$ cat src/rtl/i2s_pkg.sv
// Shared I2S transmitter types and constants.
// Samples are held left-justified in SAMPLE_DEPTH_MAX-bit fields so one
// struct serves every legal SAMPLE_DEPTH; the shift MSB is always bit 31.
package i2s_pkg;

  localparam int unsigned SAMPLE_DEPTH_DEFAULT = 16;
  localparam int unsigned SAMPLE_DEPTH_MAX     = 32;

  typedef struct packed {
    logic [SAMPLE_DEPTH_MAX-1:0] l;
    logic [SAMPLE_DEPTH_MAX-1:0] r;
  } pair_t;

  // Move a zero-extended sample up so its MSB lands on bit SAMPLE_DEPTH_MAX-1.
  function automatic logic [SAMPLE_DEPTH_MAX-1:0] left_justify(
    input logic [SAMPLE_DEPTH_MAX-1:0] sample,
    input int unsigned                 depth
  );
    return sample << (SAMPLE_DEPTH_MAX - depth);
  endfunction

endpackage

$ cat src/rtl/i2s_tx_if.sv
// Stereo sample handshake between a sample producer and i2s_tx.
interface i2s_tx_if
  import i2s_pkg::*;
#(
  parameter int unsigned SAMPLE_DEPTH = SAMPLE_DEPTH_DEFAULT
);

  logic [SAMPLE_DEPTH-1:0] tx_data_l;
  logic [SAMPLE_DEPTH-1:0] tx_data_r;
  logic                    tx_data_valid;
  logic                    tx_data_ready;

  modport master (
    output tx_data_l,
    output tx_data_r,
    output tx_data_valid,
    input  tx_data_ready
  );

  modport slave (
    input  tx_data_l,
    input  tx_data_r,
    input  tx_data_valid,
    output tx_data_ready
  );

endinterface

$ cat src/rtl/i2s_edge_sync.sv
// Two-flop synchroniser for an external clock-like signal, plus one-mclk
// rise/fall event detection on the synchronised level.
module i2s_edge_sync (
  input  logic mclk,
  input  logic reset,
  input  logic i_async,
  output logic o_level,
  output logic o_rise,
  output logic o_fall
);

  logic [1:0] r_sync;
  logic       r_prev;

  // Synchronise the input and keep one cycle of history for edge detection.
  always_ff @(posedge mclk) begin
    if (reset) begin
      r_sync <= 2'b00;
      r_prev <= 1'b0;
    end else begin
      r_sync <= {r_sync[0], i_async};
      r_prev <= r_sync[1];
    end
  end

  assign o_level = r_sync[1];
  assign o_rise  = r_sync[1] & ~r_prev;
  assign o_fall  = ~r_sync[1] & r_prev;

endmodule

$ cat src/rtl/i2s_tx.sv
// I2S transmitter slave: bclk/wclk supplied externally, 2-entry stereo FIFO,
// MSB-first serialisation with one-bclk delay after each wclk edge.
// Optional feature: define I2S_TX_UNDERRUN_CNT_EN to enable the saturating
// underrun counter; otherwise underrun_count reads 0.
module i2s_tx
  import i2s_pkg::*;
#(
  parameter int unsigned SAMPLE_DEPTH = SAMPLE_DEPTH_DEFAULT
) (
  input  logic          mclk,
  input  logic          reset,
  input  logic          bclk,
  input  logic          wclk,
  output logic          dout,
  i2s_tx_if.slave       tx,
  output logic          underrun,
  output logic [15:0]   underrun_count
);

  localparam int unsigned MsbIdx = SAMPLE_DEPTH_MAX - 1;

  logic  w_bclk_level, w_bclk_rise, w_bclk_fall;
  logic  w_wclk_level, w_wclk_rise, w_wclk_fall;
  logic  w_unused_edges;
  logic  w_slot_start, w_left_start, w_push, w_pop, w_empty_start;
  pair_t w_head, w_push_pair;

  logic                        r_w0, r_w1, r_chan, r_dout, r_underrun;
  logic [SAMPLE_DEPTH_MAX-1:0] r_sr_l, r_sr_r;
  pair_t                       r_fifo [2];
  logic                        r_wr_ptr, r_rd_ptr;
  logic [1:0]                  r_count;

  i2s_edge_sync u_bclk_sync (
    .mclk    (mclk),
    .reset   (reset),
    .i_async (bclk),
    .o_level (w_bclk_level),
    .o_rise  (w_bclk_rise),
    .o_fall  (w_bclk_fall)
  );

  i2s_edge_sync u_wclk_sync (
    .mclk    (mclk),
    .reset   (reset),
    .i_async (wclk),
    .o_level (w_wclk_level),
    .o_rise  (w_wclk_rise),
    .o_fall  (w_wclk_fall)
  );

  // Only bclk edges and the wclk level drive the datapath.
  assign w_unused_edges = ^{w_bclk_level, w_wclk_rise, w_wclk_fall};

  assign w_slot_start  = w_bclk_fall & (r_w0 ^ r_w1);
  assign w_left_start  = w_slot_start & ~r_w0;
  assign w_pop         = w_left_start & (r_count != 2'd0);
  assign w_empty_start = w_left_start & (r_count == 2'd0);

  assign tx.tx_data_ready = (r_count < 2'd2);
  assign w_push           = tx.tx_data_valid & tx.tx_data_ready;
  assign w_head           = r_fifo[r_rd_ptr];
  assign w_push_pair.l    = left_justify(SAMPLE_DEPTH_MAX'(tx.tx_data_l), SAMPLE_DEPTH);
  assign w_push_pair.r    = left_justify(SAMPLE_DEPTH_MAX'(tx.tx_data_r), SAMPLE_DEPTH);

  // wclk history sampled on each bclk rising event.
  always_ff @(posedge mclk) begin
    if (reset) begin
      r_w0 <= 1'b0;
      r_w1 <= 1'b0;
    end else if (w_bclk_rise) begin
      r_w1 <= r_w0;
      r_w0 <= w_wclk_level;
    end
  end

  // FIFO storage; contents are only meaningful where r_count says so.
  always_ff @(posedge mclk) begin
    if (w_push) begin
      r_fifo[r_wr_ptr] <= w_push_pair;
    end
  end

  // FIFO pointers and occupancy.
  always_ff @(posedge mclk) begin
    if (reset) begin
      r_wr_ptr <= 1'b0;
      r_rd_ptr <= 1'b0;
      r_count  <= 2'd0;
    end else begin
      if (w_push) r_wr_ptr <= ~r_wr_ptr;
      if (w_pop)  r_rd_ptr <= ~r_rd_ptr;
      unique case ({w_push, w_pop})
        2'b10:   r_count <= r_count + 2'd1;
        2'b01:   r_count <= r_count - 2'd1;
        default: r_count <= r_count;
      endcase
    end
  end

  // Serialiser: load on left-slot start, shift out on each bclk falling event.
  // Zero fill on shift yields 0 for slot bits beyond the sample width.
  always_ff @(posedge mclk) begin
    if (reset) begin
      r_sr_l     <= '0;
      r_sr_r     <= '0;
      r_dout     <= 1'b0;
      r_chan     <= 1'b0;
      r_underrun <= 1'b0;
    end else begin
      r_underrun <= w_empty_start;
      if (w_slot_start) begin
        r_chan <= r_w0;
        if (!r_w0) begin
          if (w_pop) begin
            r_dout <= w_head.l[MsbIdx];
            r_sr_l <= w_head.l << 1;
            r_sr_r <= w_head.r;
          end else begin
            r_dout <= 1'b0;
            r_sr_l <= '0;
            r_sr_r <= '0;
          end
        end else begin
          r_dout <= r_sr_r[MsbIdx];
          r_sr_r <= r_sr_r << 1;
        end
      end else if (w_bclk_fall) begin
        if (r_chan) begin
          r_dout <= r_sr_r[MsbIdx];
          r_sr_r <= r_sr_r << 1;
        end else begin
          r_dout <= r_sr_l[MsbIdx];
          r_sr_l <= r_sr_l << 1;
        end
      end
    end
  end

  assign dout     = r_dout;
  assign underrun = r_underrun;

`ifdef I2S_TX_UNDERRUN_CNT_EN
  logic [15:0] r_underrun_count;

  // Saturating count of underrun pulses.
  always_ff @(posedge mclk) begin
    if (reset) begin
      r_underrun_count <= 16'd0;
    end else if (r_underrun && (r_underrun_count != 16'hFFFF)) begin
      r_underrun_count <= r_underrun_count + 16'd1;
    end
  end

  assign underrun_count = r_underrun_count;
`else
  assign underrun_count = 16'd0;
`endif

endmodule
$ cat src/flat_wrapper.sv
// flat-port wrapper written by rule: the top's interface ports become plain ports
module i2s_tx_flat import i2s_pkg::*;
#(
  parameter int unsigned SAMPLE_DEPTH = SAMPLE_DEPTH_DEFAULT
)
  (mclk, reset, bclk, wclk, dout, underrun, underrun_count, tx_tx_data_l, tx_tx_data_r, tx_tx_data_valid, tx_tx_data_ready);
  i2s_tx_if #(.SAMPLE_DEPTH(SAMPLE_DEPTH)) tx_i ();
  input  logic mclk;
  input  logic reset;
  input  logic bclk;
  input  logic wclk;
  output logic dout;
  output logic underrun;
  output logic [15:0] underrun_count;
  input wire logic [$bits(tx_i.tx_data_l)-1:0] tx_tx_data_l;
  input wire logic [$bits(tx_i.tx_data_r)-1:0] tx_tx_data_r;
  input wire logic [$bits(tx_i.tx_data_valid)-1:0] tx_tx_data_valid;
  output wire logic [$bits(tx_i.tx_data_ready)-1:0] tx_tx_data_ready;
  assign tx_i.tx_data_l = tx_tx_data_l;
  assign tx_i.tx_data_r = tx_tx_data_r;
  assign tx_i.tx_data_valid = tx_tx_data_valid;
  assign tx_tx_data_ready = tx_i.tx_data_ready;
  i2s_tx #(.SAMPLE_DEPTH(SAMPLE_DEPTH)) u_core (.mclk(mclk), .reset(reset), .bclk(bclk), .wclk(wclk), .dout(dout), .tx(tx_i), .underrun(underrun), .underrun_count(underrun_count));
endmodule
$ cat config.mk
export PLATFORM = sky130hd
export DESIGN_NAME = i2s_tx_flat
export DESIGN_NICKNAME = d
export VERILOG_FILES = /design/src/rtl/i2s_pkg.sv /design/src/rtl/i2s_tx_if.sv /design/src/rtl/i2s_edge_sync.sv /design/src/rtl/i2s_tx.sv /design/src/flat_wrapper.sv
export SDC_FILE = /design/constraint.sdc
export NUM_CORES = 1
export LEC_CHECK = 0
export BUFFER_PORTS_ARGS = -buffer_cell sky130_fd_sc_hd__buf_2
export CAP_MARGIN = 40
export CORE_ASPECT_RATIO = 1.4
export CORE_MARGIN = 2
export CORE_UTILIZATION = 30
export CTS_CLUSTER_DIAMETER = 100
export CTS_CLUSTER_SIZE = 8
export DETAILED_ROUTE_END_ITERATION = 8
export SLEW_MARGIN = 25
export SYNTH_ARGS = -nofsm -noshare
export SYNTH_HDL_FRONTEND = slang
export SYNTH_SLANG_ARGS = --single-unit
$ cat constraint.sdc
create_clock -name mclk -period 2.55 [get_ports mclk]
set_input_delay 0.51 -clock mclk [delete_from_list [all_inputs] [get_ports mclk]]
set_output_delay 0.51 -clock mclk [all_outputs]
set_load 0.005 [all_outputs]
# == Yosys cells after proc, flatten, opt, wreduce, memory -nomap -nowiden ==
# Memories as Yosys holds them, arrays and structs flattened. A register that Yosys moved wholly into a read port is not among the register bits.
# Index checks and enable logic that the tools add are counted.
# totals
regBits,78
mem_bits_rw,64
inputBits,37
wordCells,61
memories,1
# mem_list
memory,words,word_bits,read_ports,rd_ports_with_merged_regs,write_ports,line,text
u_core.r_fifo,2,32,1,1,1,i2s_tx.sv:30,pair_t r_fifo [2];
# op_classes
addsub,2
n_lt_le_gt_ge,1
eq_ne,4
muxes,20
n_bitwise,13
reduce_logical,7
# op_table
op,n
$mux W32,10
$mux W1,9
$reduce_bool A2 Y1,4
$and A1 B1 Y1,7
$not A1 Y1,5
$pmux W2 S2,1
$reduce_and A3 Y1,1
$add A2 B1 Y2 const B,1
$eq A2 B1 Y1 const B,1
$eq A2 B2 Y1 const B,1
$logic_not A2 Y1,1
$lt A2 B2 Y1 const B,1
$ne A2 B1 Y1 const B,1
$ne A2 B2 Y1 const B,1
$reduce_and A2 Y1,1
$sub A2 B1 Y2 const B,1
$xor A1 B1 Y1,1

# == Longest topological paths before layout ==
# logic_depth
depth_word,8
depth_mapped,9
mapped_depth_nobuf,6

# == Hierarchy ==
# Synthesis repeated with hierarchy kept, for this count alone.
# unflattened
cells_unflattened,361
hier_area_um2,4734.5
# by_module_without_submodules
module,instances,cells_per_inst,area_each_um2
i2s_tx,1,345,4551.9
i2s_edge_sync,2,8,91.3

# == Worst setup path after synthesis ==
# Ideal clock, no wire load.
# synth_path
path_kind,input -> register
start,input port tx_tx_data_valid
end,memory u_core.r_fifo[0][0] (netlist name) (enable)
setup_time_ns,0.421
arrival_time_ns,1.961
path_slack_ns,0.168
stages,2
path_cell_list,nand2_1 > nor2_1
# synth_between
elab_chain_len,3
# synth_rtl
item,line,text
"start, declared",flat_wrapper.sv:17,input wire logic [$bits(tx_i.tx_data_valid)-1:0] tx_tx_data_valid;
$and A1 B1 Y1,i2s_tx.sv:61,assign w_push = tx.tx_data_valid & tx.tx_data_ready;
$mux W1,i2s_tx.sv:79,if (w_push) begin
$mux W1 (not written as such),i2s_tx.sv:80,r_fifo[r_wr_ptr] <= w_push_pair;
"end, declared",i2s_tx.sv:30,
# No other way between the ends.

# == Worst setup path in the final report ==
# layout_path
start,register u_core.r_w0
end,register u_core.r_count[1]
# layout_between
elab_chain_len,6
elab_cells_between_ends,9
classes_between,2 x eq/ne; 1 x mux; 5 x bitwise; 1 x reduce/logical
# layout_rtl
item,line,text
"start, declared",i2s_tx.sv:28,"logic r_w0, r_w1, r_chan, r_dout, r_underrun;"
"start signal, assigned",i2s_tx.sv:73,r_w0 <= w_wclk_level;
$xor A1 B1 Y1,i2s_tx.sv:55,assign w_slot_start = w_bclk_fall & (r_w0 ^ r_w1);
$and A1 B1 Y1,i2s_tx.sv:55,
$and A1 B1 Y1 *,i2s_tx.sv:56,assign w_left_start = w_slot_start & ~r_w0;
$and A1 B1 Y1 *,i2s_tx.sv:57,assign w_pop = w_left_start & (r_count != 2'd0);
$eq A2 B1 Y1 or $eq A2 B2 Y1 (tied branches),i2s_tx.sv:93,"unique case ({w_push, w_pop})"
$pmux W2 S2 or $reduce_bool A2 Y1 (tied branches),-,
"end signal, assigned",i2s_tx.sv:94,2'b10: r_count <= r_count + 2'd1;
"end signal, assigned",i2s_tx.sv:95,2'b01: r_count <= r_count - 2'd1;
"end signal, assigned",i2s_tx.sv:96,default: r_count <= r_count;
"end, declared",i2s_tx.sv:32,logic [1:0] r_count;
# Every way passes the cells marked *; elsewhere a longest branch is shown, timed or not.
# A chain may end at the register's enable or synchronous reset.

==> run metrics <==
DR iter-0 viols approximately 160; mux share of post-synthesis cell area just under 9%; largest net degree at the start of global routing 34; Synth Area in Compound Gates 12.64%; Max-Cap Viols 0; Top FF cell, synth edfxtp_1; area taken by multi-input logic gates 1370 um2; RePlAce Congestion just over 0.7; CTS H-tree lvls 3; number of synthesized flops with an enable pin 64; IO Pins 56; first-pass GRT wire length between 10,000 and 15,000 um; clock-pin slew on the worst setup and hold paths 0.07 ns; vias in the first global route around 2.8k; layout cells sized above 1 a little under a third; setup slack after layout between 0.6 and 0.7 ns; RSZ-0062 raised after global routing no; XOR/XNOR Fraction of Synth Area 1.167%; WL met2 about 4600 um; die area about 16,000 um2; Fin. Hold Viols 0; # resized after CTS 0; M1 WL roughly 3400 um; row cnt 52; Final Setup Violations 0; DIE WIDTH approximately 110 um; Avg Cell Area, Syn roughly 14 um2; final wirelength ~8400 um; global-route usage over all layers 11.57%; status complete, no violations; Achievable Freq around 530 MHz; Num CTS Buffers 9; most common cell in the netlist edfxtp_1; post-layout min period approximately 1.9 ns; Static Leak about 0.0017 uW; CP Max Fanout 17; via count roughly 2.6k; post-DP HPWL around 5500 um; worst-margin pin slew approximately 0.7 ns; PortBufs 39; Post-synth ARST share 0%; worst vdd ir ~0.44 mV; CTS Buffer Depth 2; Adder-Cell Fraction of Synth Area less than 1%; Hold-fix buffers, CTS 0; clk_lat worst skew ~0.35 ns; P per Cell Area 746.7 nW/um2; initial antenna violation count 0; hold path start tx_tx_data_r[2]; Slew headroom around 54%; core area between 10,000 and 15,000 um2; Final nets just under 400; Initial Util 30.58%; arrival time worst endpoint 2.15 ns; Worst Hold Class in -> reg; crit path launch type flip-flop; Root Driver clkbuf_16; kind of critical path reg -> reg; worst path required time 2.83 ns; Max Used Layer met4; Util after Layout 35.32%; drt first pass iters 4; gr ovfl total 0; Setup Skew 0.005151 ns; final period utilization around 73%; Yosys reg bits 110; placed cells approximately 540; post-synth cell types 39; flip-flop and latch area 2843 um2; reg-to-reg startpoint u_core.r_w0; postcts setup bufs 0; Yosys warning count 0; top-area cell type share of the netlist area 43.71%; Hold Slack roughly 0.35 ns; CP startpoint u_core.r_w0; synth top area cells edfxtp_1 44%, dfxtp_1 21%, mux2_2 8.2%, a221oi_1 3.0%, a211oi_2 2.8%; dpl ws between 0.4 and 0.5 ns; area grow syn2layout 15.51%; simple-gate share of the synthesized area around 6.7%; CTS tree done; Yosys top cell by area edfxtp_1; metal3 WL around 250 um; main combinational cell family by area after synthesis compound AO/OA/AOI/OAI gates; diode count 0; Seq/Total Area, Yosys 64.66%; Slew Viols, Final 0; clock sink total between 100 and 150; DRC errors left 0; final antenna-violating net count 0; Gate Count Post-Synth around 330; Worst setup EP type flip-flop; Layout Cells excl Fill between 500 and 600; routed length per instance approximately 15 um; Setup TNS 0 ns; Die Ht 147.2 um; Post-synth top cells 64 x edfxtp_1, 46 x dfxtp_1, 32 x mux2_2; fill count 1,385; vias per std cell 4.664; Synth Cell Area approximately 4400 um2
per-stage QoR:
step | instance area (um2) | power [uW]
floorplan | 4453 | 2197
CTS | 5065 | 3837
global route | 5079 | 3932
global placement | 4728 | 2260
finish | 5079 | 3792
detailed placement | 4728 | 2273
power by group:
part / total [uW] / switching (uW) / internal, uW
Sequential: 2010 / 28.0 / 1990
Clock: 1570 / 607 / 959
Combinational: 212 / 128 / 84.6
placed cells by master, fill, tap and decap left out, types with 2 or more instances in the layout:
master     instances
a211oi_1           5
a211oi_2          10
a21o_1             2
a21oi_1           21
a221oi_1          15
a22oi_1           15
buf_2             39
buf_4              7
bufinv_16          3
clkbuf_16          9
conb_1            16
dfxtp_1           46
edfxtp_1          64
inv_1              2
mux2_2            32
mux2i_1            2
nand2_1            3
nand2b_1           2
nor2_1            23
nor2b_1            6
nor3_1            16
o21ai_0            2
xnor2_1            2
xor2_1             2
metal layers:
metal | track usage (%) | vias up
met2 | 21.47 | 48
li1 | - | 1254
met4 | 6.776 | 0
met3 | 2.041 | 9
met5 | 0 | -
met1 | 11.96 | 1273
registers in the layout (all words and copies together) (netlist names), named ones only:
register,flops
u_core.dout,1
u_core.u_bclk_sync.r_sync,2
u_core.r_w0,1
u_core.r_fifo,64
u_core.u_wclk_sync.r_sync,2
u_core.underrun,1
u_core.r_count,2
u_core.r_chan,1
u_core.r_sr_l,15
u_core.u_bclk_sync.r_prev,1
u_core.r_sr_r,16
u_core.r_rd_ptr,1
u_core.r_w1,1
u_core.r_wr_ptr,1
worst paths after layout:
check / endpoint / slack, ns / depth (start not counted)
setup reg to reg: u_core.r_count[1] / 0.68 / 6
setup / recovery: u_core.r_count[1] / 0.68 / 6
hold reg to reg: u_core.u_bclk_sync.r_sync[1] / 0.45 / 1
hold / removal: u_core.r_fifo[0][2] / 0.35 / 1
worst max-delay path: stages (launching register included):
cell and delay [ns]:
dfxtp_1 0.47, nand4bb_1 0.17, buf_4 0.25, nor2_4 0.06, ha_1 0.33, or3_1 0.38, a21oi_1 0.14
area by class of cell:
type | count | share of cell area (%)
flip-flops and latches | 110 | 55.97
well taps | 189 | 4.656
inverters | 3 | 0.2217
multi-input cells | 188 | 26.98
clock inverters | 6 | 2.119
repair buffers | 48 | 5.543
clock buffers | 10 | 4.509
logic make-up (layout without fill, tap and decap cells):
logic type               count (synthesis)  in the layout
flip-flops                             110            110
adder cells (fa/ha/maj)                  2              2
buffers and inverters                   42             67
AO/OA/AOI/OAI                           72             72
XOR/XNOR                                 5              5
other                                    1             16
AND/OR/NAND/NOR                         59             59
multiplexers                            34             34
No activity file was read; power rests on OpenSTA's default activity.
